## config.mk

```make
export PLATFORM = sky130hd
export DESIGN_NAME = count_sched_flat
export DESIGN_NICKNAME = d
export VERILOG_FILES = /design/src/rtl/count_sched_pkg.sv /design/src/rtl/count_sched_if.sv /design/src/rtl/count_sched_rr_arbiter.sv /design/src/rtl/count_sched.sv /design/src/flat_wrapper.sv
export SDC_FILE = /design/constraint.sdc
export NUM_CORES = 1
export LEC_CHECK = 0
export CORE_MARGIN = 1
export CORE_UTILIZATION = 46
export CTS_CLUSTER_SIZE = 25
export DETAILED_ROUTE_END_ITERATION = 7
export PLACE_DENSITY = 0.92
export SYNTH_ARGS = -nofsm -noshare
export SYNTH_HDL_FRONTEND = slang
export SYNTH_SLANG_ARGS = --single-unit
```

## constraint.sdc

```tcl
create_clock -name i_clock -period 3.17 [get_ports i_clock]
set_clock_uncertainty 0.05 [all_clocks]
set_input_delay 0.317 -clock i_clock [delete_from_list [all_inputs] [get_ports i_clock]]
set_output_delay 0.317 -clock i_clock [all_outputs]
set_load 0.01 [all_outputs]
```

## src/rtl/count_sched_pkg.sv

```systemverilog
// count_sched_pkg: FSM states, counter range constants and helpers shared by the scheduler and its bench.
// exp_result models the 2..10 wrapping counter: ((din-2 +/- steps) mod 9) + 2.
package count_sched_pkg;

  typedef enum logic [1:0] {
    IDLE = 2'd0,
    LOAD = 2'd1,
    RUN  = 2'd2,
    CAPT = 2'd3
  } state_t;

  localparam int CNT_W = 4;
  localparam logic [CNT_W-1:0] CNT_MIN = 4'd2;
  localparam logic [CNT_W-1:0] CNT_MAX = 4'd10;
  localparam int CNT_SPAN = 9;

  function automatic logic [CNT_W-1:0] clamp_din(input logic [CNT_W-1:0] din);
    if (din < CNT_MIN) begin
      return CNT_MIN;
    end else if (din > CNT_MAX) begin
      return CNT_MAX;
    end
    return din;
  endfunction

  function automatic logic [CNT_W-1:0] exp_result(input logic [CNT_W-1:0] din,
                                                 input logic             up,
                                                 input logic [CNT_W-1:0] steps);
    int v;
    v = int'(din) - int'(CNT_MIN) + (up ? int'(steps) : -int'(steps));
    v = v % CNT_SPAN;
    if (v < 0) begin
      v = v + CNT_SPAN;
    end
    return CNT_W'(v + int'(CNT_MIN));
  endfunction

endpackage

```

## src/rtl/count_sched_if.sv

```systemverilog
// count_sched_if: job request side plus counter pin side of the scheduler.
// master = requesters and counter environment, slave = the scheduler.
interface count_sched_if #(parameter int NREQ = 2);

  logic [NREQ-1:0]   req;
  logic [4*NREQ-1:0] req_din;
  logic [NREQ-1:0]   req_up;
  logic [4*NREQ-1:0] req_steps;
  logic [NREQ-1:0]   grant;
  logic              busy;
  logic              done;
  logic [3:0]        result;
  logic [3:0]        cnt_din;
  logic              cnt_load;
  logic              cnt_up_down;
  logic [3:0]        cnt_count;

  modport master (
    output req, req_din, req_up, req_steps, cnt_count,
    input  grant, busy, done, result, cnt_din, cnt_load, cnt_up_down
  );

  modport slave (
    input  req, req_din, req_up, req_steps, cnt_count,
    output grant, busy, done, result, cnt_din, cnt_load, cnt_up_down
  );

endinterface

```

## src/rtl/count_sched_rr_arbiter.sv

```systemverilog
// rr_arbiter: combinational round-robin pick over NREQ level requests.
// The search starts one past the last winner; the pointer only moves when i_adv accepts a grant.
module rr_arbiter #(
  parameter int NREQ = 2
) (
  input  logic                    i_clock,
  input  logic                    i_reset,
  input  logic [NREQ-1:0]         i_req,
  input  logic                    i_adv,
  output logic [NREQ-1:0]         o_gnt,
  output logic [$clog2(NREQ)-1:0] o_idx
);

  localparam int IW = $clog2(NREQ);

  logic [IW-1:0]   r_ptr;
  logic [IW-1:0]   w_idx;
  logic            w_found;
  logic [NREQ-1:0] w_gnt;

  function automatic logic [IW-1:0] wrap_add(input logic [IW-1:0] base, input int ofs);
    int s;
    s = int'(base) + ofs;
    if (s >= NREQ) begin
      s = s - NREQ;
    end
    return IW'(s);
  endfunction

  // Scan from farthest to nearest offset so the closest requester after r_ptr wins.
  always_comb begin
    w_found = 1'b0;
    w_idx   = '0;
    for (int k = NREQ - 1; k >= 0; k--) begin
      if (i_req[wrap_add(r_ptr, k)]) begin
        w_found = 1'b1;
        w_idx   = wrap_add(r_ptr, k);
      end
    end
  end

  always_comb begin
    w_gnt = '0;
    if (w_found) begin
      w_gnt[w_idx] = 1'b1;
    end
  end

  always_ff @(posedge i_clock) begin
    if (i_reset) begin
      r_ptr <= '0;
    end else if (i_adv && w_found) begin
      r_ptr <= wrap_add(w_idx, 1);
    end
  end

  assign o_gnt = w_gnt;
  assign o_idx = w_idx;

endmodule

```

## src/rtl/count_sched.sv

```systemverilog
// count_sched: round-robin scheduler sharing one 2..10 up/down counter among NREQ requesters.
// Define COUNT_SCHED_CLAMP_EN to clamp accepted start values into 2..10.
module count_sched
  import count_sched_pkg::*;
#(
  parameter int NREQ = 2
) (
  input logic          i_clock,
  input logic          i_reset,
  count_sched_if.slave bus
);

  localparam int IW = $clog2(NREQ);

  state_t r_state;
  state_t w_next;

  logic [NREQ-1:0]  w_gnt;
  logic [IW-1:0]    w_idx;
  logic             w_any;
  logic             w_idle;
  logic             w_accept;
  logic [CNT_W-1:0] w_win_din;
  logic [CNT_W-1:0] w_win_steps;
  logic             w_win_up;
  logic [CNT_W-1:0] w_lat_din;
  logic             w_busy;
  logic             w_cnt_load;

  logic [NREQ-1:0]  r_grant;
  logic             r_done;
  logic [CNT_W-1:0] r_result;
  logic [CNT_W-1:0] r_cnt_din;
  logic             r_cnt_up_down;
  logic [CNT_W-1:0] r_steps_left;

  assign w_idle   = (r_state == IDLE);
  assign w_any    = |w_gnt;
  assign w_accept = w_idle && w_any;

  rr_arbiter #(
    .NREQ(NREQ)
  ) u_arb (
    .i_clock (i_clock),
    .i_reset (i_reset),
    .i_req   (bus.req),
    .i_adv   (w_idle),
    .o_gnt   (w_gnt),
    .o_idx   (w_idx)
  );

  assign w_win_din   = bus.req_din[CNT_W*w_idx +: CNT_W];
  assign w_win_steps = bus.req_steps[CNT_W*w_idx +: CNT_W];
  assign w_win_up    = bus.req_up[w_idx];

`ifdef COUNT_SCHED_CLAMP_EN
  assign w_lat_din = clamp_din(w_win_din);
`else
  assign w_lat_din = w_win_din;
`endif

  always_ff @(posedge i_clock) begin
    if (i_reset) begin
      r_state <= IDLE;
    end else begin
      r_state <= w_next;
    end
  end

  // r_steps_left == 1 in RUN means this is the last count edge.
  always_comb begin
    w_next = r_state;
    case (r_state)
      IDLE:    w_next = w_any ? LOAD : IDLE;
      LOAD:    w_next = (r_steps_left != '0) ? RUN : CAPT;
      RUN:     w_next = (r_steps_left == 4'd1) ? CAPT : RUN;
      CAPT:    w_next = IDLE;
      default: w_next = IDLE;
    endcase
  end

  always_comb begin
    w_busy     = 1'b1;
    w_cnt_load = 1'b1;
    case (r_state)
      IDLE:    w_busy     = 1'b0;
      LOAD:    w_cnt_load = 1'b0;
      default: ;
    endcase
  end

  // Direction is latched at acceptance; the active-low load overrides it during LOAD.
  always_ff @(posedge i_clock) begin
    if (i_reset) begin
      r_grant       <= '0;
      r_done        <= 1'b0;
      r_result      <= '0;
      r_cnt_din     <= '0;
      r_cnt_up_down <= 1'b1;
      r_steps_left  <= '0;
    end else begin
      r_grant <= w_accept ? w_gnt : '0;
      r_done  <= (r_state == CAPT);
      if (w_accept) begin
        r_cnt_din     <= w_lat_din;
        r_cnt_up_down <= w_win_up;
        r_steps_left  <= w_win_steps;
      end else if (r_state == RUN) begin
        r_steps_left  <= r_steps_left - 4'd1;
      end
      if (r_state == CAPT) begin
        r_result <= bus.cnt_count;
      end
    end
  end

  assign bus.grant       = r_grant;
  assign bus.busy        = w_busy;
  assign bus.done        = r_done;
  assign bus.result      = r_result;
  assign bus.cnt_din     = r_cnt_din;
  assign bus.cnt_load    = w_cnt_load;
  assign bus.cnt_up_down = r_cnt_up_down;

endmodule

```

## src/flat_wrapper.sv

```systemverilog
// flat-port wrapper written by rule: the top's interface ports become plain ports
module count_sched_flat import count_sched_pkg::*;
#(
  parameter int NREQ = 2
)
  (i_clock, i_reset, bus_req, bus_req_din, bus_req_up, bus_req_steps, bus_cnt_count, bus_grant, bus_busy, bus_done, bus_result, bus_cnt_din, bus_cnt_load, bus_cnt_up_down);
  count_sched_if #(.NREQ(NREQ)) bus_i ();
  input logic i_clock;
  input logic i_reset;
  input wire logic [$bits(bus_i.req)-1:0] bus_req;
  input wire logic [$bits(bus_i.req_din)-1:0] bus_req_din;
  input wire logic [$bits(bus_i.req_up)-1:0] bus_req_up;
  input wire logic [$bits(bus_i.req_steps)-1:0] bus_req_steps;
  input wire logic [$bits(bus_i.cnt_count)-1:0] bus_cnt_count;
  output wire logic [$bits(bus_i.grant)-1:0] bus_grant;
  output wire logic [$bits(bus_i.busy)-1:0] bus_busy;
  output wire logic [$bits(bus_i.done)-1:0] bus_done;
  output wire logic [$bits(bus_i.result)-1:0] bus_result;
  output wire logic [$bits(bus_i.cnt_din)-1:0] bus_cnt_din;
  output wire logic [$bits(bus_i.cnt_load)-1:0] bus_cnt_load;
  output wire logic [$bits(bus_i.cnt_up_down)-1:0] bus_cnt_up_down;
  assign bus_i.req = bus_req;
  assign bus_i.req_din = bus_req_din;
  assign bus_i.req_up = bus_req_up;
  assign bus_i.req_steps = bus_req_steps;
  assign bus_i.cnt_count = bus_cnt_count;
  assign bus_grant = bus_i.grant;
  assign bus_busy = bus_i.busy;
  assign bus_done = bus_i.done;
  assign bus_result = bus_i.result;
  assign bus_cnt_din = bus_i.cnt_din;
  assign bus_cnt_load = bus_i.cnt_load;
  assign bus_cnt_up_down = bus_i.cnt_up_down;
  count_sched #(.NREQ(NREQ)) u_core (.i_clock(i_clock), .i_reset(i_reset), .bus(bus_i));
endmodule
```

-- Word level (Yosys, flattened, before mapping)
Cells that the tools add are included.
- add/sub/neg operators: 6
- magnitude comparators: 7
- equality and inequality tests: 4
- shift operators: 2
- mux-type cells: 24
- bitwise logic cells: 1
- reduce and logical (&&, ||, !) cells: 8
- operator list (operator ; number):
    $mux W1 ; 19
    $shiftx A8 B4 Y4 ; 2
    $mux W4 ; 2
    $pmux W2 S4 ; 1
    $lt A1 B2 Y1 const B ; 3
    $add A1 B1 Y2 const B ; 2
    $eq A2 B2 Y1 const B ; 2
    $eq A4 B1 Y1 const B ; 1
    $ge A2 B2 Y1 const B ; 2
    $reduce_bool A4 Y1 ; 1
    $reduce_or A2 Y1 ; 2
    $sub A4 B1 Y4 const B ; 1
    $logic_and A1 B1 Y1 ; 3
    $sub A1 B1 Y1 const B ; 3
    $eq A2 B1 Y1 const B ; 1
    $ge A1 B2 Y1 const B ; 1
    $logic_not A2 Y1 ; 1
    $mux W2 ; 1
    $reduce_bool A2 Y1 ; 1
    $demux W1 S1 ; 1
    $ge A1 B1 Y1 const B ; 1
    $not A1 Y1 ; 1
- register bits: 19
- input port bits: 26
- output and inout bits: 14
- word-level logic and storage cells: 60

-- Longest topological paths before layout
Gate-level depths: netlist of the first run.
- depth after elaboration: 16
- mapped depth: 7
- mapped depth without buffers: 6

-- Hierarchy
Synthesis of the first run repeated with hierarchy kept, for this count alone.
- cells, all modules: 95
- area, all modules: 938.4 um^2
- by module, submodules not included (module ; times used ; cells an instance ; area each (um^2) ; sequential area each (um^2)):
    count_sched ; 1 ; 87 ; 865.8 ; 360.3
    rr_arbiter ; 1 ; 8 ; 72.6 ; 20.0

-- Worst setup path before layout of the first run
No wires, ideal clock.
- kind: register to register
- from: reg u_core.r_state[0]
- to: reg u_core.r_cnt_din[1] (netlist: u_core.bus.cnt_din[1])
- library setup time: 0.088 ns
- arrival time: 1.252 ns
- required time: 3.032 ns
- setup slack: 1.779 ns
- stages on the path, launching flop included: 7
- buffers on the path: 1
- clock period less this slack: 1.391 ns
- cells stage by stage: dfxtp_1 -> inv_1 -> ha_1 -> o21a_2 -> buf_4 -> nor2_1 -> a311oi_2
- word-level cells in the longest chain between the ends: 2
- ends and longest elaborated chain (what ; line ; RTL):
    start, declared ; count_sched.sv:15 ; state_t r_state;
    start signal, assigned ; count_sched.sv:66 ; r_state <= w_next;
    $logic_not A2 Y1 ; count_sched.sv:37 ; assign w_idle = (r_state == IDLE);
    $logic_and A1 B1 Y1 ; count_sched.sv:39 ; assign w_accept = w_idle && w_any;
    end signal, assigned ; count_sched.sv:105 ; r_cnt_din <= w_lat_din;
    end, declared ; count_sched.sv:33 ; logic [CNT_W-1:0] r_cnt_din;
No other way between the ends.
A chain may end at the register's enable or synchronous reset.

-- Worst setup path after layout of the first run
- from: reg u_core.r_state[0]
- to: out bus_busy
- word-level cells in the longest chain between the ends: 2
- ends and longest elaborated chain (what ; line ; RTL):
    $logic_not A2 Y1 ; count_sched.sv:85 ; case (r_state)
    $mux W1 ; count_sched.sv:85 ;
    end, declared ; flat_wrapper.sv:16 ; output wire logic [$bits(bus_i.busy)-1:0] bus_busy;
No other way between the ends.

==> results of run 1 <==
## routing by layer
metal  wire (um)  track usage [%]
met1         965             25.6
met2        1210             36.8
met3         155             3.74
met4          78             11.3
met5           0                0
## metrics by stage
step	total power, W	instances
2_1_floorplan	0.000495	110
3_3_place_gp	0.000585	168
3_5_place_dp	0.000597	168
4_1_cts	0.000718	172
5_1_grt	0.000765	172
6_report	0.000719	172
## final cells by class
type	count	share of cell area, %
multi-input cells	77	39.9
repair buffers	39	27.5
flip-flops and latches	19	26.8
well taps	27	2.38
clock buffers	3	1.58
inverters	6	1.58
clock inverters	1	0.352
## sequential cells by signal (all words and copies together) (netlist names)
name	cells
u_core.bus.cnt_din	4
u_core.bus.cnt_up_down	1
u_core.bus.done	1
u_core.bus.grant	2
u_core.bus.result	4
u_core.r_state	2
u_core.r_steps_left	4
u_core.u_arb.r_ptr	1
## placed cells by master, fill, tap and decap left out, types with 2 or more instances in the layout
master and count:
clkdlybuf4s50_1 39, a21oi_1 4, inv_1 6, nand2_2 6
a311oi_2 6, dfxtp_1 19, nor3_1 5, mux2i_1 5
nor2_1 14, clkbuf_4 3, nand2_1 3, o21ai_0 2
nor2b_1 2, nand3_1 6, ha_1 8, xor2_1 2
## worst min path at each step
| stage | cells after the start | to |
|---|---|---|
| floorplan | 2 | u_core.bus.result[0] |
| global placement | 2 | u_core.bus.result[0] |
| detailed placement | 2 | u_core.bus.result[2] |
| CTS | 2 | u_core.bus.result[1] |
| global route | 2 | u_core.bus.result[3] |
| finish | 2 | u_core.bus.result[3] |
## power by group through the flow
stage | logic, W | clock network (W) | registers [W]
final | 0.000292 | 0.000124 | 0.000303
after global routing | 0.000321 | 0.000137 | 0.000307
after CTS | 0.000293 | 0.000123 | 0.000303
after detailed placement | 0.000290 | 0 | 0.000307
after global placement | 0.000279 | 0 | 0.000306
after floorplan | 0.000185 | 0 | 0.000311
## critical path: stages (launching register included)
cell	delay [ns]
dfxtp_1	0.37
inv_1	0.08
ha_1	0.27
inv_1	0.08
clkdlybuf4s50_1	0.52
## cells by family (layout without fill, tap and decap cells)
kind of cell,after synthesis,count (layout),share of synthesized area [%]
fa+ha+maj,8,8,9.71
flops,19,19,36.9
mux,5,5,4.85
buf+inv,14,49,8.13
xor+xnor,2,2,1.70
compound gates,20,20,18.0
simple gates,42,42,20.8
==> summary.txt, run 1 <==
Synthesis
  • Seq/Total Area, Yosys: 36.9%
  • Unique masters post-synth: 34
  • Synth Area per Inst: ~9.4 um^2
  • Post-synth ARST share: 0%
  • Gate Count Post-Synth: 110
  • Cell Area, Synth: 1030 um^2
  • Seq cells post-synth: 19
  • Largest cells by area after synthesis: dfxtp_1 37%, ha_1 9.7%, a311oi_2 8.7%
  • Most frequent cells after synthesis: 19 x dfxtp_1, 14 x nor2_1, 8 x ha_1
  • Yosys top cell area share: 36.9%
  • Post-synth EDFFs: 0
  • Synth warnings: 0
  • Post-synth top flop: dfxtp_1
  • Syn nets: 144
  • Most frequent cell after synthesis: dfxtp_1
  • Cell taking the most area after synthesis: dfxtp_1

Final layout
  • Core Util, Final: between 60% and 70%
  • Diodes inserted: 0
  • FF/Latch Area: between 300 and 400 um^2
  • Nets: 180
  • Footprint of the multi-input gates: 567 um^2
  • Area growth syn-to-layout: 37.9%
  • Final instance area: around 1400 um^2
  • FILL cells: approximately 150
  • Proportion of layout cells with a drive suffix above 1: 13.1%

GRT
  • Largest net degree at the start of global routing: 20
  • GRT Util Overall: 21.6%
  • Antenna violations before repair: 0
  • Grt ovf: 0
  • Global-route wire length before repair: 4040 um
  • Vias in the first global route: roughly 920

CTS
  • CTS buffer count: 3
  • Clock root buffer: clkbuf_4
  • Worst-path clk slew: around 0.12 ns
  • H-tree depth: 1
  • Worst skew pair latency: around 0.3 ns
  • Clk buf depth: 2
  • CTS tree: built
  • # hold bufs at CTS: 0
  • Setup bufs post-CTS: 0
  • CTS sink count: 19
  • Resized Gates After CTS: 0

Worst setup path
  • Reg2reg setup slack: approximately 1.6 ns
  • CP Capture Type: output pin
  • CP Capture Point: bus_busy
  • Worst r2r path cells: 5
  • Required time of the critical path: 2.80 ns
  • RR Endpoint: u_core.r_state[0]
  • CP Max Fanout: 6
  • CP Launch Type: flip-flop
  • Worst setup startpoint: u_core.r_state[0]
  • Arrival time at the worst endpoint: 1.63 ns
  • FF-to-FF Start: u_core.r_state[0]
  • Crit Path Class: reg -> out

Floorplan
  • Die Y: between 40 and 50 um
  • Starting density of the core: 50.5%
  • Core area: 2040 um^2
  • Site Rows: 16
  • Top Ports: 40
  • Die Wd: 49.3 um
  • Die ar.: about 2400 um^2

Timing
  • Final setup violation count: 0
  • Period utilisation layout: a little over three fifths
  • RSZ-0062 raised after global routing: no
  • Setup TNS: 0 ns
  • Slew HR: roughly 47%
  • WHS: 0.469 ns
  • Fmax: 501 MHz
  • Least-Margin Pin Slew: 0.799 ns
  • Final hold vios: 0
  • Number of max-slew violations in the final report: 0
  • Period minus WS final: 2.00 ns
  • Fin worst setup slack: 1.17 ns

Placement
  • PortBufs: 39
  • DP Wirelength: 1840 um
  • Setup slack at placement: approximately 1.1 ns
  • Placer Congestion: 0.840
  • Area post-placement: 1390 um^2

Routing
  • Drt total wl: approximately 2400 um
  • Vias per cell: ~5.5
  • DR vias: 942
  • Final ANT Viol Nets: 0
  • DRC: 0
  • First-pass iteration count of the detailed router: 4
  • WL/cell: 14.0 um
  • Number of DRC markers in iteration 0: 25

Power
  • Worst vdd ir: between 0.2 and 0.3 mV
  • Sequential power share: 42.2%
  • Clock share of power: about 17%
  • Power Internal: around 0.00047 W
  • PwrDens: 506 nW/um^2
  • Switching Share: between 30% and 40%
  • Logic pwr share: 40.6%
  • Net Switching: 0.000251 W
  • Lkg Pwr: 0.548 nW

Hold path
  • HP Class: reg -> reg
  • Hold path startpoint: u_core.bus.result[3]

Job
  • Max Cap Viol: 0

Run status
  • Run status: finished clean
(Power assumes the default switching activity.)
==> run 2, diff against run 1 <==
--- a/config.mk
+++ b/config.mk
@@ -6,10 +6,10 @@
 export NUM_CORES = 1
 export LEC_CHECK = 0
 export CORE_MARGIN = 1
-export CORE_UTILIZATION = 46
+export CORE_UTILIZATION = 43
 export CTS_CLUSTER_SIZE = 25
 export DETAILED_ROUTE_END_ITERATION = 7
-export PLACE_DENSITY = 0.92
+export PLACE_DENSITY = 0.87
 export SYNTH_ARGS = -nofsm -noshare
 export SYNTH_HDL_FRONTEND = slang
 export SYNTH_SLANG_ARGS = --single-unit
==> constraint.sdc (replaced) <==
create_clock -name i_clock -period 1.9 [get_ports i_clock]
set_clock_uncertainty 0.05 [all_clocks]
set_input_delay 0.19 -clock i_clock [delete_from_list [all_inputs] [get_ports i_clock]]
set_output_delay 0.19 -clock i_clock [all_outputs]
set_load 0.01 [all_outputs]
==> summary.txt, run 2 (same netlist as run 1, synthesis figures left out) <==
Worst setup path
  • CP Capture Type: output pin (unchanged)
  • CP Max Fanout: 6 (unchanged)
  • CP Launch Type: flip-flop (unchanged)
  • Crit Path Class: reg -> out (unchanged)
  • Arrival time at the worst endpoint: 1.57 ns (was 1.63 ns)
  • Required time of the critical path: 1.66 ns (was 2.80 ns)

Routing
  • Final ANT Viol Nets: 0 (unchanged)
  • Wire length on met2: 1270 um (was 1210 um)
  • Vias per cell: 5.29 (was 5.48)
  • First-pass iteration count of the detailed router: 4 (unchanged)
  • WL met3: 126 um (was 155 um)
  • Met1 WL: 957 um (was 965 um)
  • Drt total wl: 2400 um (was 2410 um)
  • WL/cell: 13.6 um (was 14.0 um)
  • DR vias: 937 (was 942)
  • Top layer used by detailed routing: met4 (unchanged)
  • DRC: 0 (unchanged)
  • Number of DRC markers in iteration 0: 24 (was 25)

Placement
  • Placer Congestion: 0.764 (was 0.840)
  • PortBufs: 39 (unchanged)
  • DP Wirelength: 1830 um (was 1840 um)

Timing
  • Final hold vios: 0 (unchanged)
  • Fmax: about 550 MHz
  • Number of max-slew violations in the final report: 0 (unchanged)
  • Period utilisation layout: between 90% and 100%
  • Least-Margin Pin Slew: 0.354 ns (was 0.799 ns)
  • Slew HR: 76.2% (was 46.6%)
  • Period minus WS final: 1.81 ns
  • RSZ-0062 raised after global routing: no (unchanged)
  • Final setup violation count: 0 (unchanged)
  • Setup TNS: 0 ns (unchanged)

Final layout
  • Diodes inserted: 0 (unchanged)
  • Commonest non-fill, non-tap cell in the layout: clkdlybuf4s50_1 (unchanged)
  • Area growth syn-to-layout: 41.3% (was 37.9%)
  • Nets: 184 (was 180)
  • Proportion of layout cells with a drive suffix above 1: 16.8% (was 13.1%)
  • Most frequent cells in the layout: 39 x clkdlybuf4s50_1, 18 x dfxtp_1, 14 x nor2_1 (was 39 x clkdlybuf4s50_1, 19 x dfxtp_1, 14 x nor2_1)

CTS
  • Setup bufs post-CTS: 0 (unchanged)
  • CTS sink count: 19 (unchanged)
  • Clock root buffer: clkbuf_4 (unchanged)
  • Clk buf depth: 2 (unchanged)
  • # hold bufs at CTS: 0 (unchanged)
  • Worst skew pair latency: 0.31 ns (was 0.30 ns)
  • Worst-path clk slew: 0.11 ns (was 0.12 ns)
  • CTS tree: built (unchanged)
  • H-tree depth: 1 (unchanged)
  • CTS buffer count: 3 (unchanged)

Floorplan
  • Die Y: 51.0 um (was 49.3 um)
  • Die ar.: 2600 um^2 (was 2430 um^2)
  • Core area: 2230 um^2 (was 2040 um^2)
  • Starting density of the core: 46.2% (was 50.5%)
  • Top Ports: 40 (unchanged)
  • Die Wd: 51.0 um (was 49.3 um)
  • Site Rows: 17 (was 16)

Power
  • Net Switching: 0.000423 W (was 0.000251 W)
  • Switching Share: 34.7% (was 34.9%)
  • Lkg Pwr: 0.566 nW (was 0.548 nW)
  • Power Internal: 0.000798 W (was 0.000469 W)
  • Power Total: 0.00122 W (was 0.000719 W)
  • PwrDens: 839 nW/um^2 (was 506 nW/um^2)
  • Sequential power share: 41.5% (was 42.2%)
  • Worst vdd ir: 0.612 mV (was 0.279 mV)
  • Clock share of power: 17.2% (was 17.3%)
  • Logic pwr share: 41.3% (was 40.6%)

GRT
  • Vias in the first global route: 937 (was 916)
  • Antenna violations before repair: 0 (unchanged)
  • Global-route wire length before repair: 3880 um (was 4040 um)
  • Largest net degree at the start of global routing: 20 (unchanged)
  • Grt ovf: 0 (unchanged)
  • GRT Util Overall: 20.4% (was 21.6%)

Job
  • Max Cap Viol: 0 (unchanged)

Run status
  • Run status: finished clean (unchanged)

Hold path
  • HP Class: in -> reg (was reg -> reg)
## run 2: power by group through the flow
stage	sequential [W]	combinational, W	clock (W)
floorplan	0.000518	0.000308	0
global placement	0.000511	0.000483	0
detailed placement	0.000513	0.000497	0
CTS	0.000505	0.000506	0.000215
global route	0.000515	0.000551	0.000236
finish	0.000507	0.000504	0.000211
## run 2: cell type report
class / instances / area (um^2)
tap: 28 / 35.0
timing repair buffer: 43 / 420
multi-input combinational: 77 / 569
clock buffer: 3 / 22.5
fill: 178 / 777
clock inverter: 1 / 5.00
sequential: 19 / 382
inverter: 6 / 22.5
## run 2: path summary, 6_finish.rpt
path | from | endpoint | slack [ns] | depth (start not counted)
worst min-delay path | bus_req_din[6] | u_core.bus.cnt_din[2] | 0.43 | 3
worst max-delay path | u_core.r_state[1] | bus_busy | 0.09 | 4
worst max register to register | u_core.r_state[0] | u_core.r_state[0] | 0.32 | 5
worst min register to register | u_core.bus.result[1] | u_core.bus.result[1] | 0.47 | 2
## run 2: worst max-delay path, cell delays in order (launching register included)
cell	delay, ns
dfxtp_1	0.38
inv_1	0.09
ha_2	0.22
inv_1	0.06
clkdlybuf4s50_1	0.52
## run 2: per-stage QoR
| step | setup WS, ns | instance area (um^2) | instances | hold WS, ns | utilization (%) |
|---|---|---|---|---|---|
| 2_1_floorplan | 0.509 | 1030 | 110 | 0.287 | - |
| 3_3_place_gp | 0.276 | 1430 | 173 | 0.426 | 63.8 |
| 3_5_place_dp | 0.165 | 1430 | 173 | 0.443 | 63.8 |
| 4_1_cts | 0.0560 | 1460 | 177 | 0.429 | 65.2 |
| 5_1_grt | 0.0144 | 1460 | 177 | 0.437 | 65.2 |
| 6_report | 0.0861 | 1460 | 177 | 0.427 | 65.2 |
## run 2: repair_timing
item / 4_1_cts / 5_1_grt
gates resized for setup: 1 / 1
pin swaps: 0 / 0
setup endpoints to repair: 1 / 1
## run 2: layer usage
layer | up-vias | track usage, %
li1 | 463 | -
met1 | 435 | 20.7
met2 | 33 | 37.3
met3 | 6 | 5.36
met4 | 0 | 11.6
met5 | - | 0
